### src/rtl/fetch_stage_pkg.sv
// fetch_stage_pkg: shared pipeline constants and IF/ID slot state type
package fetch_stage_pkg;
  localparam int WORD_W = 32;
  localparam int INST_BYTES = 4;
  localparam logic [WORD_W-1:0] BUBBLE_INST = 32'h0;
  typedef enum logic {EMPTY, FULL} slot_e;
endpackage

### src/rtl/fetch_stage_if_id_reg.sv
// if_id_reg: IF/ID pipeline register with load, hold and flush
module if_id_reg
  import fetch_stage_pkg::*;
(
  input  logic              clk,
  input  logic              rst,
  input  logic              load,
  input  logic              hold,
  input  logic              flush,
  input  logic [WORD_W-1:0] pc_in,
  input  logic [WORD_W-1:0] inst_in,
  output logic [WORD_W-1:0] if_pc,
  output logic [WORD_W-1:0] if_inst,
  output logic              if_valid
);
  slot_e state_q, state_d;
  logic take;
  assign take = load && !hold;
  assign if_valid = state_q == FULL;
  always_comb state_d = flush ? EMPTY : take ? FULL : state_q;
  always_ff @(posedge clk) begin
    if (rst) begin
      state_q <= EMPTY;
      if_pc <= '0;
      if_inst <= BUBBLE_INST;
    end else begin
      state_q <= state_d;
      if (flush) begin
        if_pc <= '0;
        if_inst <= BUBBLE_INST;
      end else if (take) begin
        if_pc <= pc_in;
        if_inst <= inst_in;
      end
    end
  end
endmodule

### src/rtl/fetch_stage.sv
// fetch_stage: PC register, next-PC selection, fetch counter and IF/ID capture
module fetch_stage
  import fetch_stage_pkg::*;
#(
  parameter logic [WORD_W-1:0] RESET_PC = 32'h0000_0000,
  parameter int CNT_W = 16
) (
  input  logic              clk,
  input  logic              rst,
  input  logic              freeze,
  input  logic              branch_taken,
  input  logic [WORD_W-1:0] branch_addr,
  output logic [WORD_W-1:0] imem_addr,
  input  logic [WORD_W-1:0] imem_inst,
  output logic [WORD_W-1:0] if_pc,
  output logic [WORD_W-1:0] if_inst,
  output logic              if_valid,
  output logic [CNT_W-1:0]  fetch_count
);
  logic [WORD_W-1:0] pc, pc_inc;
  logic adv;
  assign pc_inc = pc + WORD_W'(INST_BYTES);
  assign adv = !branch_taken && !freeze;
  assign imem_addr = pc;
  always_ff @(posedge clk) begin
    if (rst) begin
      pc <= RESET_PC;
      fetch_count <= '0;
    end else if (branch_taken) begin
      pc <= {branch_addr[WORD_W-1:2], 2'b00};
    end else if (!freeze) begin
      pc <= pc_inc;
      fetch_count <= fetch_count + CNT_W'(!(&fetch_count));
    end
  end
  if_id_reg u_if_id (
    .clk(clk),
    .rst(rst),
    .load(adv),
    .hold(freeze),
    .flush(branch_taken),
    .pc_in(pc_inc),
    .inst_in(imem_inst),
    .if_pc(if_pc),
    .if_inst(if_inst),
    .if_valid(if_valid)
  );
endmodule

### config.mk
export PLATFORM = sky130hd
export DESIGN_NAME = fetch_stage
export DESIGN_NICKNAME = d
export VERILOG_FILES = /design/src/rtl/fetch_stage_pkg.sv /design/src/rtl/fetch_stage_if_id_reg.sv /design/src/rtl/fetch_stage.sv
export SDC_FILE = /design/constraint.sdc
export NUM_CORES = 1
export LEC_CHECK = 0
export BUFFER_PORTS_ARGS = -buffer_cell sky130_fd_sc_hd__buf_2
export CAP_MARGIN = 25
export CORE_AREA = 3 3 132 134
export CTS_CLUSTER_SIZE = 28
export DETAILED_ROUTE_END_ITERATION = 10
export DIE_AREA = 0 0 135 137
export REMOVE_ABC_BUFFERS = 1
export SYNTH_ARGS = -nofsm -noshare
export SYNTH_HDL_FRONTEND = slang
export SYNTH_SLANG_ARGS = --single-unit
export TNS_END_PERCENT = 30
### constraint.sdc
create_clock -name clk -period 2.3 [get_ports clk]
set_input_delay 0.23 -clock clk [delete_from_list [all_inputs] [get_ports clk]]
set_output_delay 0.23 -clock clk [all_outputs]
set_load 0.01 [all_outputs]
==> Yosys cells after proc, flatten, opt, wreduce, memory -nomap -nowiden <==
Index checks and enable logic that the tools add are counted.
{ "classes": {"eq_ne": 1, "reduce_logical": 8, "n_mux": 2, "add_sub_neg": 2, "bitwise_logic": 2} }
{ "op_table": {"columns": ["operator", "n"], "rows": [
  ["32-bit two-way mux", 2],
  ["32-bit by 3-bit adder with 32-bit output, second input constant", 1],
  ["16-bit by 1-bit adder with 16-bit output", 1],
  ["16-bit AND reduction", 1],
  ["1-bit zero test", 3],
  ["1-bit logical AND", 2],
  ["2-bit by 1-bit != test with 1-bit output, second input constant", 1],
  ["1-bit NOT", 2],
  ["2-bit AND reduction", 1],
  ["2-bit OR reduction", 1]
]} }
{ "totals": {"output_inout_bits": 113, "input_bits": 68, "register_bits": 113, "word_cells": 21} }

==> Longest topological paths before layout <==
{ "logic_depth": {"depth_word": 3, "mapped_depth": 9, "mapped_depth_nobuf": 9} }

==> Cells and area by module <==
From an unflattened synthesis, not the netlist that was laid out.
{ "hier_totals": {"hier_cells": 675, "hier_area_um2": 5271.3} }
{ "by_module_without_submodules": {"columns": ["module", "seq_area_each_um2", "cells_per_inst", "instances", "area_per_inst_um2"], "rows": [
  ["fetch_stage", 920.9, 392, 1, 3024.2],
  ["if_id_reg", 1301.2, 283, 1, 2247.2]
]} }

==> Least setup slack after synthesis <==
Ideal clock, no wire load.
{ "synth_path": {"kind": "reg2reg", "start": "reg fetch_count[11]", "end": "reg fetch_count[14]", "arrival_time_ps": 2140, "period_less_slack_ps": 2267, "required_time_ps": 2172, "setup_time_ps": 128, "path_buffers": 0, "path_stages_with_launch": 10, "path_slack_ps": 33, "cell_sequence": "dfxtp_1 nand3_1 or3_1 or3_1 ha_1 and4bb_2 nand4_1 nor3_1 xnor2_1 nor2_1"} }
{ "synth_via": {"elab_chain_len": 3} }
{ "synth_lines": {"columns": ["element", "line", "source"], "rows": [
  ["start, declared", "fetch_stage.sv:18", "output logic [CNT_W-1:0] fetch_count"],
  ["start signal, assigned", "fetch_stage.sv:33", "fetch_count <= fetch_count + CNT_W'(!(&fetch_count));"],
  ["16-bit AND reduction", "fetch_stage.sv:33", null],
  ["1-bit zero test", "fetch_stage.sv:33", null],
  ["16-bit by 1-bit adder with 16-bit output *", "fetch_stage.sv:33", null]
]} }
Mark *: on every way between the ends. The rest lies on a longest branch, timed or not.
A chain may end at the register's enable or synchronous reset.

==> Worst setup path after layout <==
{ "layout_path": {"start": "reg fetch_count[12]", "end": "reg fetch_count[10]"} }
{ "layout_via": {"elab_chain_len": 3} }
{ "layout_lines": {"columns": ["element", "line"], "rows": [
  ["16-bit AND reduction", "fetch_stage.sv:33"],
  ["1-bit zero test", "fetch_stage.sv:33"],
  ["16-bit by 1-bit adder with 16-bit output", "fetch_stage.sv:33"]
]} }
Every way passes these cells.

==> results by group <==
Run status
  – Status: completed

Drt
  – Antenna-violating nets left: 0
  – WL met3: 1335 µm
  – Highest Signal Layer: met5
  – Drt initial violations: roughly 170
  – Final wirelength: approximately 15000 µm
  – Met2 WL: 6851 µm
  – Drt pass-1 iters: 4
  – # DRC: 0
  – M1 wire length: roughly 6800 µm
  – Via/cell ratio: between 4 and 5
  – Via count: between 4000 and 5000
  – Wirelength per Cell: 15.49 µm

Setup path
  – CP Max Fanout: 5
  – Crit-path max cell delay: 0.38 ns
  – Crit path DAT: between 2 and 2.5 ns
  – Max stage delay cell, worst path: or3_4
  – Critical Path Source Type: flip-flop
  – Cells along the critical path: nand3_2, or3_4, or3_4, ha_1, and4bb_2, nand4_1, buf_4, xnor2_1, nor2_1
  – Critical Path RT: 2.53 ns
  – Worst Setup SP: fetch_count[12]$_SDFFE_PP0P_
  – CP Capture Type: flip-flop
  – CP Class: reg -> reg
  – Cell mode on critical path: or3_4
  – Worst R2R Start: fetch_count[12]$_SDFFE_PP0P_

Global route
  – Vias in the first global route: approximately 4600
  – Initial antenna violation count: 1
  – Largest net degree at the start of global routing: 50
  – Total grt overflow: 0
  – First-pass GRT wire length: about 24000 µm
  – GR Util All Layers: 16.38%

STA
  – Max_slew headroom: 43.38%
  – Clk_skew: 0.005445 ns
  – Crit share post-route: 94.62%
  – Final setup viols: 0
  – Fmax: 459.5 MHz
  – Actual slew at the worst max-slew pin: 0.8493 ns
  – Fin crit period: 2.176 ns
  – Fin. Hold Viols: 0
  – Final Max Slew Viols: 0
  – RSZ-0062 raised after global routing: no

Place
  – RePlAce Congestion: 0.7685
  – Cell count after placement: 961
  – PortBufs: 174
  – Placed instance area: 0.006322 mm²
  – Detailed Place HPWL: 11320 µm

Power
  – Clk pwr share: 36.8%
  – Sw Ratio: 27.32%
  – Sequential power share: 50.6%
  – Sw Pwr: 1098 µW
  – Pwr/cell area: 605.9 mW/mm²
  – Power Internal: 2921 µW
  – VDD IR-drop max: 0.0003495 V
  – Logic pwr share: 12.6%
  – Static leakage: between 0.002 and 0.003 µW

Synthesis
  – Fraction of registers with async set/reset: 0%
  – Cell count after synthesis: 573
  – Yosys top cell by area: dfxtp_1
  – Post-synth cell types: 44
  – Mapped cell area: 0.005074 mm²
  – Share of Yosys cell area claimed by the top area cell type: 43.01%
  – Primary FF master, synth: dfxtp_1
  – Top cells by area, synth: dfxtp_1 43%, mux2i_1 7.3%, nor2_1 6.6%
  – Sequential fraction of the synthesis area: roughly 43%
  – Synth Warn #: 0
  – Number of synthesized flops with an enable pin: 0
  – Synth Register Bits: 109
  – Most frequent cell after synthesis: dfxtp_1
  – Post-synth top cells: 109 x dfxtp_1, 89 x nor2_1, 39 x a21oi_1
  – Mean Syn Cell Area: 8.854 µm²

Clock tree
  – Clock Path Buffers: 2
  – Cts hold-fix bufs: 0
  – CTS tree: done
  – Reg clk slew, reported paths: 0.07 ns
  – Clk root buf: clkbuf_16
  – H-tree depth: 3
  – Worst-Skew Late Latency: 0.35 ns
  – CTS Sinks: 109
  – CTS Buf Count: 9

Final layout
  – Share of cells above drive strength 1: around a third
  – Final nets: ~820
  – Fin area: 0.006634 mm²
  – Finished Layout Cells: 978
  – Final-layout fill cell count: 1678
  – # diodes: 0
  – Synth-to-layout area growth: 30.75%

Floorplan
  – CORE AREA: 0.01641 mm²
  – Row count: 47
  – I/O pins: 181
  – Initial Util: 30.92%
  – Die area: roughly 0.018 mm²
  – Vert. Die Dim: roughly 140 µm
  – Die X: 135 µm

Worst hold path
  – Hold path startpoint: imem_inst[0]
  – Worst Hold Class: in -> reg

Flow run
  – Max Cap Viol: 0
[area by class of cell]
class	instances	area, µm²	area share (%)
multi-input combinational	411	2679	40.38
tap	220	275.3	4.149
clock buffer	9	225.2	3.395
sequential	109	2190	33.01
inverter	8	30.03	0.4527
timing repair buffer	214	1184	17.84
clock inverter	7	51.30	0.7733
[final timing paths]
check	slack (ns)	depth (start not counted)	endpoint
worst min-delay path	0.10	3	u_if_id.if_inst[0]$_SDFFE_PP0P_
worst min register to register	0.46	2	u_if_id.if_valid$_SDFFE_PP0P_
worst max-delay path	0.12	9	fetch_count[10]$_SDFFE_PP0P_
worst max register to register	0.12	9	fetch_count[10]$_SDFFE_PP0P_
[cells by family after synthesis]
logic type,after synthesis,share of synthesized area [%]
buf+inv,56,4.957
fa+ha+maj,3,0.7399
mux,37,7.300
flops,109,43.01
compound gates,97,11.20
xor+xnor,61,10.53
other cells,1,0.07391
simple gates,209,22.19
[stage by stage]
step                      total power (µW)  utilization [%]  setup slack [ns]  TNS [ns]  hold WS, ns
final                                 4020            40.43            0.1237         0       0.1044
after global placement                2587            38.53           0.03748         0       0.4309
after global routing                  4218            40.43         0.0002278         0      0.09562
after floorplan                       2304                -           -0.6421    -5.824       0.2946
after CTS                             4084            40.22           0.01463         0      0.08475
after detailed placement              2589            38.53          0.002854         0       0.4440
[sequential cells by signal, summed over array words and instances (netlist names)]
signal            cells
u_if_id.if_inst      32
u_if_id.if_valid      1
u_if_id.if_pc        30
fetch_count          16
imem_addr            30
[placed cells by master, fill, tap and decap left out, types with 6 or more instances in the layout]
| master | Yosys | final |
|---|---|---|
| dfxtp_2 | 0 | 6 |
| nor3_1 | 11 | 11 |
| xnor2_1 | 32 | 32 |
| nor2_1 | 89 | 88 |
| dfxtp_1 | 109 | 103 |
| nand2_1 | 28 | 28 |
| a21oi_1 | 39 | 39 |
| inv_1 | 7 | 7 |
| nand4_1 | 21 | 21 |
| a211oi_1 | 17 | 17 |
| nand3_1 | 11 | 9 |
| buf_4 | 6 | 39 |
| xor2_1 | 29 | 29 |
| or3_1 | 9 | 7 |
| and3_1 | 8 | 8 |
| o21ai_0 | 30 | 30 |
| mux2i_1 | 37 | 37 |
| buf_2 | 15 | 174 |
| clkbuf_16 | 0 | 9 |
[power groups by stage]
stage               clock network, µW  registers (µW)  logic [µW]
floorplan                           0            2120         189
global placement                    0            2080         512
detailed placement                  0            2080         512
CTS                              1540            2030         514
global route                     1610            2050         561
finish                           1480            2030         507
[worst max-delay path: cells and delay by family (launching register included)]
kind                       cells  cell delay (ns)
and+or+nand+nor                6             1.26
adders and majority gates      1             0.18
buffers and inverters          1             0.16
DFF                            1             0.35
xor gates and xnor gates       1             0.10
[what timing repair did]
| item | CTS | global route |
|---|---|---|
| pin swaps | 1 | 3 |
| resized for setup | 0 | 10 |
| setup buffers | 0 | 1 |
| endpoints found under the setup margin | 2 | 10 |
[layer usage]
layer | vias to the layer above | track usage [%]
met3 | 9 | 6.029
met2 | 147 | 26.68
li1 | 2335 | -
met1 | 2171 | 20.90
met5 | - | 0
met4 | 2 | 3.527
(Power assumes the default switching activity.)
